File: src/rtl/fir_sample_packer.sv
// Byte-to-sample packer in front of the FIR core: assembles little-endian bytes
// into 32-bit samples and queues them in a show-ahead FIFO with sticky error flags.
module fir_sample_packer #(
    parameter int BYTES_PER_SAMPLE = 4,
    parameter int DEPTH            = 4,
    parameter int SIGN_EXT         = 0
) (
    input  logic                     clk,
    input  logic                     rst,
    input  logic [7:0]               byte_in,
    input  logic                     byte_valid,
    output logic                     byte_ready,
    input  logic                     sync,
    input  logic                     take,
    output logic [31:0]              x_dat,
    output logic                     x_valid,
    output logic [$clog2(DEPTH):0]   level,
    output logic                     overflow,
    output logic                     underflow,
    input  logic                     clr_flags
);

    localparam int AW = $clog2(DEPTH);
    localparam int CW = (BYTES_PER_SAMPLE > 1) ? $clog2(BYTES_PER_SAMPLE) : 1;
    localparam logic [CW-1:0] LAST = CW'(BYTES_PER_SAMPLE - 1);

    logic [CW-1:0] cnt;
    logic [CW-1:0] k_eff;
    logic [31:0]   partial;
    logic [31:0]   assembled;
    logic [31:0]   ext_word;
    logic [31:0]   hold;
    logic [31:0]   mem [DEPTH];
    logic [AW:0]   wr_ptr;
    logic [AW:0]   rd_ptr;
    logic          full;
    logic          accept;
    logic          complete;
    logic          pop;

    assign level      = wr_ptr - rd_ptr;
    assign full       = (level == (AW+1)'(DEPTH));
    assign x_valid    = (level != '0);
    assign byte_ready = !(full && (cnt == LAST));
    assign accept     = byte_valid && byte_ready;
    // sync restarts the sample, so a byte arriving with it lands in slot 0
    assign k_eff      = sync ? '0 : cnt;
    assign complete   = accept && (k_eff == LAST);
    assign pop        = take && x_valid;
    assign x_dat      = x_valid ? mem[rd_ptr[AW-1:0]] : hold;

    always_comb begin
        assembled = sync ? '0 : partial;
        for (int unsigned k = 0; k < BYTES_PER_SAMPLE; k++) begin
            if (CW'(k) == k_eff) begin
                assembled[8*k +: 8] = byte_in;
            end
        end
    end

    always_comb begin
        ext_word = assembled;
        for (int unsigned i = 8*BYTES_PER_SAMPLE; i < 32; i++) begin
            ext_word[i] = (SIGN_EXT != 0) && assembled[8*BYTES_PER_SAMPLE-1];
        end
    end

    always_ff @(posedge clk) begin
        if (!rst && complete) begin
            mem[wr_ptr[AW-1:0]] <= ext_word;
        end
    end

    always_ff @(posedge clk) begin
        if (rst) begin
            cnt       <= '0;
            partial   <= '0;
            wr_ptr    <= '0;
            rd_ptr    <= '0;
            hold      <= '0;
            overflow  <= 1'b0;
            underflow <= 1'b0;
        end else begin
            if (complete) begin
                wr_ptr  <= wr_ptr + 1'b1;
                cnt     <= '0;
                partial <= '0;
            end else if (accept) begin
                partial <= assembled;
                cnt     <= k_eff + 1'b1;
            end else if (sync) begin
                cnt     <= '0;
                partial <= '0;
            end
            if (pop) begin
                rd_ptr <= rd_ptr + 1'b1;
                hold   <= mem[rd_ptr[AW-1:0]];
            end
            // a set condition in the same cycle overrides clr_flags
            overflow  <= (overflow && !clr_flags) || (byte_valid && !byte_ready);
            underflow <= (underflow && !clr_flags) || (take && !x_valid);
        end
    end

endmodule

File: config.mk
export PLATFORM = sky130hd
export DESIGN_NAME = fir_sample_packer
export DESIGN_NICKNAME = d
export VERILOG_FILES = /design/src/rtl/fir_sample_packer.sv
export SDC_FILE = /design/constraint.sdc
export NUM_CORES = 1
export LEC_CHECK = 0
export ABC_AREA = 1
export BUFFER_PORTS_ARGS = -buffer_cell sky130_fd_sc_hd__buf_2
export CORE_UTILIZATION = 50
export CTS_BUF_LIST = sky130_fd_sc_hd__clkbuf_8
export DETAILED_ROUTE_END_ITERATION = 8
export GPL_TIMING_DRIVEN = 1
export PLACE_DENSITY = 0.65
export RECOVER_POWER = 100
export SETUP_SLACK_MARGIN = 0.4
export SYNTH_ARGS = -nofsm -noshare
export SYNTH_HDL_FRONTEND = slang
export SYNTH_SLANG_ARGS = --single-unit
File: constraint.sdc
create_clock -name clk -period 4.3 [get_ports clk]
set_input_delay 0.86 -clock clk [delete_from_list [all_inputs] [get_ports clk]]
set_output_delay 0.86 -clock clk [all_outputs]
set_load 0.01 [all_outputs]
# After elaboration in Yosys (flattened, before gate mapping)
# Memories as Yosys holds them, arrays and structs flattened. A register that Yosys moved wholly into a read port is not among the register bits.
# Cells that the tools add are included.
word_totals:
  ram_bits: 128
  elab_cells: 49
  mem_count: 1
  register_bits: 74
  input_bits: 14
  output_inout_bits: 39
mem_list:
  columns: ["name", "depth", "width", "read_ports", "rd_ports_with_merged_regs", "wr", "line", "rtl"]
  rows:
  - ["mem", 4, 32, 1, 1, 1, "33", "logic [31:0] mem [DEPTH];"]
classes:
  eq_ne: 6
  reduce_logical: 18
  add_sub_neg: 4
  muxes: 13
op_table:
  columns: ["cell", "n"]
  rows:
  - ["two-way mux 32 bit", 3]
  - ["two-way mux 8 bit", 4]
  - ["logical AND 1 bit", 9]
  - ["two-way mux 2 bit", 4]
  - ["adder 3 x 1 -> 3 bit (second input constant)", 2]
  - ["== test 2 bit (first input constant)", 2]
  - ["== test 2 bit (second input constant)", 2]
  - ["logical NOT 1 bit", 4]
  - ["== test 3 bit (second input constant)", 1]
  - ["nonzero test 3 bit", 1]
  - ["subtractor 3 bit", 1]
  - ["adder 2 x 1 -> 2 bit (second input constant)", 1]
  - ["== test 1 x 2 -> 1 bit (first input constant)", 1]
  - ["logical NOT 2 bit", 1]
  - ["logical OR 1 bit", 2]
  - ["two-way mux 1 bit", 2]
  - ["OR reduction 2 bit", 1]

# Depth between registers and ports, before layout
logic_depth:
  word_depth: 9
  depth_mapped: 13
  mapped_depth_nobuf: 12

# Worst setup path after synthesis
# Ideal clock, no wire load.
synth_timing:
  path_kind: "input to register"
  from: "input port sync"
  to: "memory mem[0][0], enable pin"
  t_arrival_ns: 3.462
  stages: 8
  required_time_ns: 3.879
  setup_ns: 0.421
  path_slack_ns: 0.417
  path_cell_list: "inv_1 -> buf_2 -> nand2_1 -> inv_1 -> ha_1 -> clkbuf_1 -> nand4_1 -> nor2_1"
synth_via:
  elab_chain_cells: 6
synth_lines:
  columns: ["element", "line", "rtl"]
  rows:
  - ["start, declared", "13", "input logic sync,"]
  - ["two-way mux 2 bit", null, null]
  - ["== test 2 bit", "48", "assign complete = accept && (k_eff == LAST);"]
  - ["logical AND 1 bit", "48", null]
  - ["logical AND 1 bit", "69", "if (!rst && complete) begin"]
  - ["two-way mux 1 bit", "69", null]
  - ["two-way mux 1 bit (implied by the code)", "70", "mem[wr_ptr[AW-1:0]] <= ext_word;"]
  - ["end, declared", "33", null]
# Every way passes these cells.

# Worst setup path in the final report
layout_timing:
  from: "register wr_ptr[0]"
  to: "output port x_dat[14]"
layout_via:
  elab_chain_cells: 3
layout_lines:
  columns: ["element", "line", "rtl"]
  rows:
  - ["start, declared", "34", "logic [AW:0] wr_ptr;"]
  - ["start signal, assigned", "85", "wr_ptr <= wr_ptr + 1'b1;"]
  - ["subtractor 3 bit", "41", "assign level = wr_ptr - rd_ptr;"]
  - ["nonzero test 3 bit", "43", "assign x_valid = (level != '0);"]
  - ["two-way mux 32 bit", "50", "assign x_dat = x_valid ? mem[rd_ptr[AW-1:0]] : hold;"]
  - ["end, declared", "15", "output logic [31:0] x_dat,"]
# Every way passes these cells.

==> metrics.md <==
| Metric | Value |
|---|---|
| Status | `completed` |
| Cell Rows | `48` |
| Vias in the first global route | `5,662` |
| Core area | `0.01724 mm²` |
| WL final | `19,150 µm` |
| Diode count | `0` |
| Post-Synth XOR/XNOR Area | `0.1991%` |
| Yosys warnings | `0` |
| Biggest area consumer among synthesized cells | `edfxtp_1` |
| Drt first pass iters | `5` |
| Die height | `134.7 µm` |
| Post-layout net count | `1,054` |
| Prevailing post-synth register cell | `edfxtp_1` |
| Gr usage total | `21.79%` |
| GPL Wtd Cong | `0.7754` |
| Initial antenna violation count | `0` |
| Most numerous cell in the Yosys netlist | `nand2_1` |
| Worst slew pin tran | `1.358 ns` |
| Tcrit/Tclk final | `85.50%` |
| Sink Count | `204` |
| Synth top area cells | `edfxtp_1 (44%), dfxtp_1 (17%), nand2_1 (14%)` |
| Largest family of logic cells by synthesized area | `simple AND/OR/NAND/NOR gates` |
| Pleak | `3.890 nW` |
| Worst-Skew Late Latency | `0.52 ns` |
| Worst setup EP type | `output pin` |
| Worst-path clk slew | `0.06 ns` |
| Worst EP required | `3.44 ns` |
| Post-synthesis cell type count | `25` |
| Worst setup margin | `0.6236 ns` |
| Fillcell total | `1,621` |
| Via density | `5.002` |
| Final HPWL DP | `11,420 µm` |
| Mapped Cells | `980` |
| Fin Setup TNS | `0 ns` |
| Critical path arrival | `2.82 ns` |
| Yosys top cell area share | `43.69%` |
| Drt drc | `0` |
| Total gr overflow | `0` |
| CTS Buf Count | `35` |
| Antenna viol nets, final | `0` |
| Mapped cell area | `0.008798 mm²` |
| Worst hold-check path type | `flop to flop` |
| H-tree depth | `2` |
| Power per cell area | `637.4 mW/mm²` |
| Hold buffers post-CTS | `0` |
| Initial DRC Count | `398` |
| Vias | `6,403` |
| Max clock buf depth | `3` |
| Syn avg cell area | `8.978 µm²` |
| Starting density of the core | `51.05%` |
| Max-cap viol count | `0` |
| FF+latch area | `0.005366 mm²` |
| Layout Area Growth over Synthesis | `10.22%` |
| Worst slack, placed | `0.9796 ns` |
| Buffers on Ports | `52` |
| Register area share after synthesis | `60.98%` |
| Synth Area in Simple Gates | `25.82%` |
| Post-synth EDFFs | `128` |
| Drt wl/cell | `14.96 µm` |
| Mux cell area share after synthesis | `0%` |
| Number of synthesized register bits | `204` |
| Largest net degree at the start of global routing | `65` |
| Clock Skew | `0.01563 ns` |
| TritonCTS clock tree | `done` |
| Hold_ws | `0.4685 ns` |
| First-pass GRT wire length | `30,240 µm` |
| CP Launch Type | `flop` |
| Rel. slew slack | `9.258%` |
| Synth Area in Compound Gates | `6.286%` |
| Setup violations, final | `0` |
| Commonest cells in the netlist | `nand2_1 (330), nor2_1 (138), edfxtp_1 (128), nand3_1 (85), dfxtp_1 (76)` |
| Final hold violations | `0` |
| RSZ-0062 raised after global routing | `no` |
| CTS resizes | `0` |
| Setup repair bufs after CTS | `0` |
| Crit path max fanout | `47` |
| Syn nets | `1,005` |
| Overall die width | `134.7 µm` |
| Slew Limit Fails | `0` |
| FFs w/ async S/R, synth | `0%` |
| Clock root buffer | `clkbuf_8` |
| Share of cells above drive strength 1 | `7.773%` |
| Worst vdd ir | `519.9 µV` |
| Tmin final | `3.676 ns` |
| Top-Level Pins | `53` |
| Multi-input gate area | `0.002978 mm²` |
| Fmax | `0.2720 GHz` |
| Post-Synth Adder-Cell Area | `1.650%` |
| Setup Crit Path Kind | `flop to output pin` |
| Full die area | `0.01813 mm²` |
worst paths after layout:
path | startpoint | to | slack (ns) | depth (start not counted)
worst max-delay path | wr_ptr[0] | x_dat[14] | 0.62 | 10
worst min-delay path | overflow | overflow | 0.47 | 2
worst max register to register | wr_ptr[0] | flop | 0.68 | 13
worst min register to register | overflow | overflow | 0.47 | 2
critical path, cell delays in order (launching register included):
cell and delay, ns:
dfxtp_1 0.39, inv_1 0.10, ha_1 0.22, fa_1 0.46, nand2_1 0.10, inv_1 0.08
nand3_4 0.23, buf_6 0.33, nor2_1 0.08, a21oi_1 0.12, clkbuf_1 0.16
metrics by stage:
step	area [µm²]	util (%)	std cells	power, mW
floorplan	8798	-	980	4.076
global placement	9176	53.24	1217	4.765
detailed placement	9176	53.24	1217	4.784
CTS	9787	56.78	1280	6.317
global route	9698	56.26	1280	6.634
finish	9698	56.26	1280	6.181
registers in the layout (all words and copies together) (netlist names), named ones only:
name and cells:
wr_ptr 3, hold 32, partial 32, cnt 2, rd_ptr 3, overflow 1
mem 128, underflow 1
logic make-up after synthesis:
| family | count (synthesis) |
|---|---|
| adders and majority gates | 11 |
| and+or+nand+nor | 563 |
| xor gates and xnor gates | 2 |
| buffers and inverters | 97 |
| AOI/OAI and AO/OA | 103 |
| DFF | 204 |
layer usage:
metal | vias up | track usage, % | routed length (µm)
met1 | 2901 | 32.31 | 9389
li1 | 3311 | - | -
met4 | 0 | 8.240 | 355
met5 | - | 0 | 0
met3 | 34 | 3.754 | 998
met2 | 157 | 31.96 | 8405
final cells by class:
type                    instances  area share, %
clock inverters                26          1.045
clock buffers                  37          5.251
well taps                     225          2.903
repair buffers                 67          3.135
flip-flops and latches        204          55.33
multi-input cells             679          30.71
inverters                      42          1.626
power by group:
group	switching [mW]	internal, mW
Clock	0.742	0.793
Combinational	1.60	0.713
Sequential	0.0850	2.25
Total	2.43	3.75
cell usage in the layout, fill, tap and decap left out, drive strengths merged, types with 20 or more instances in the layout:
cell type / Yosys / layout
buf: 32 / 20
nor2: 138 / 138
nand3: 89 / 89
nand2: 334 / 334
a21oi: 50 / 50
clkbuf: 23 / 84
o21ai: 53 / 53
edfxtp: 128 / 128
dfxtp: 76 / 76
inv: 42 / 58
Note: power is estimated with default switching activity, not from simulation.
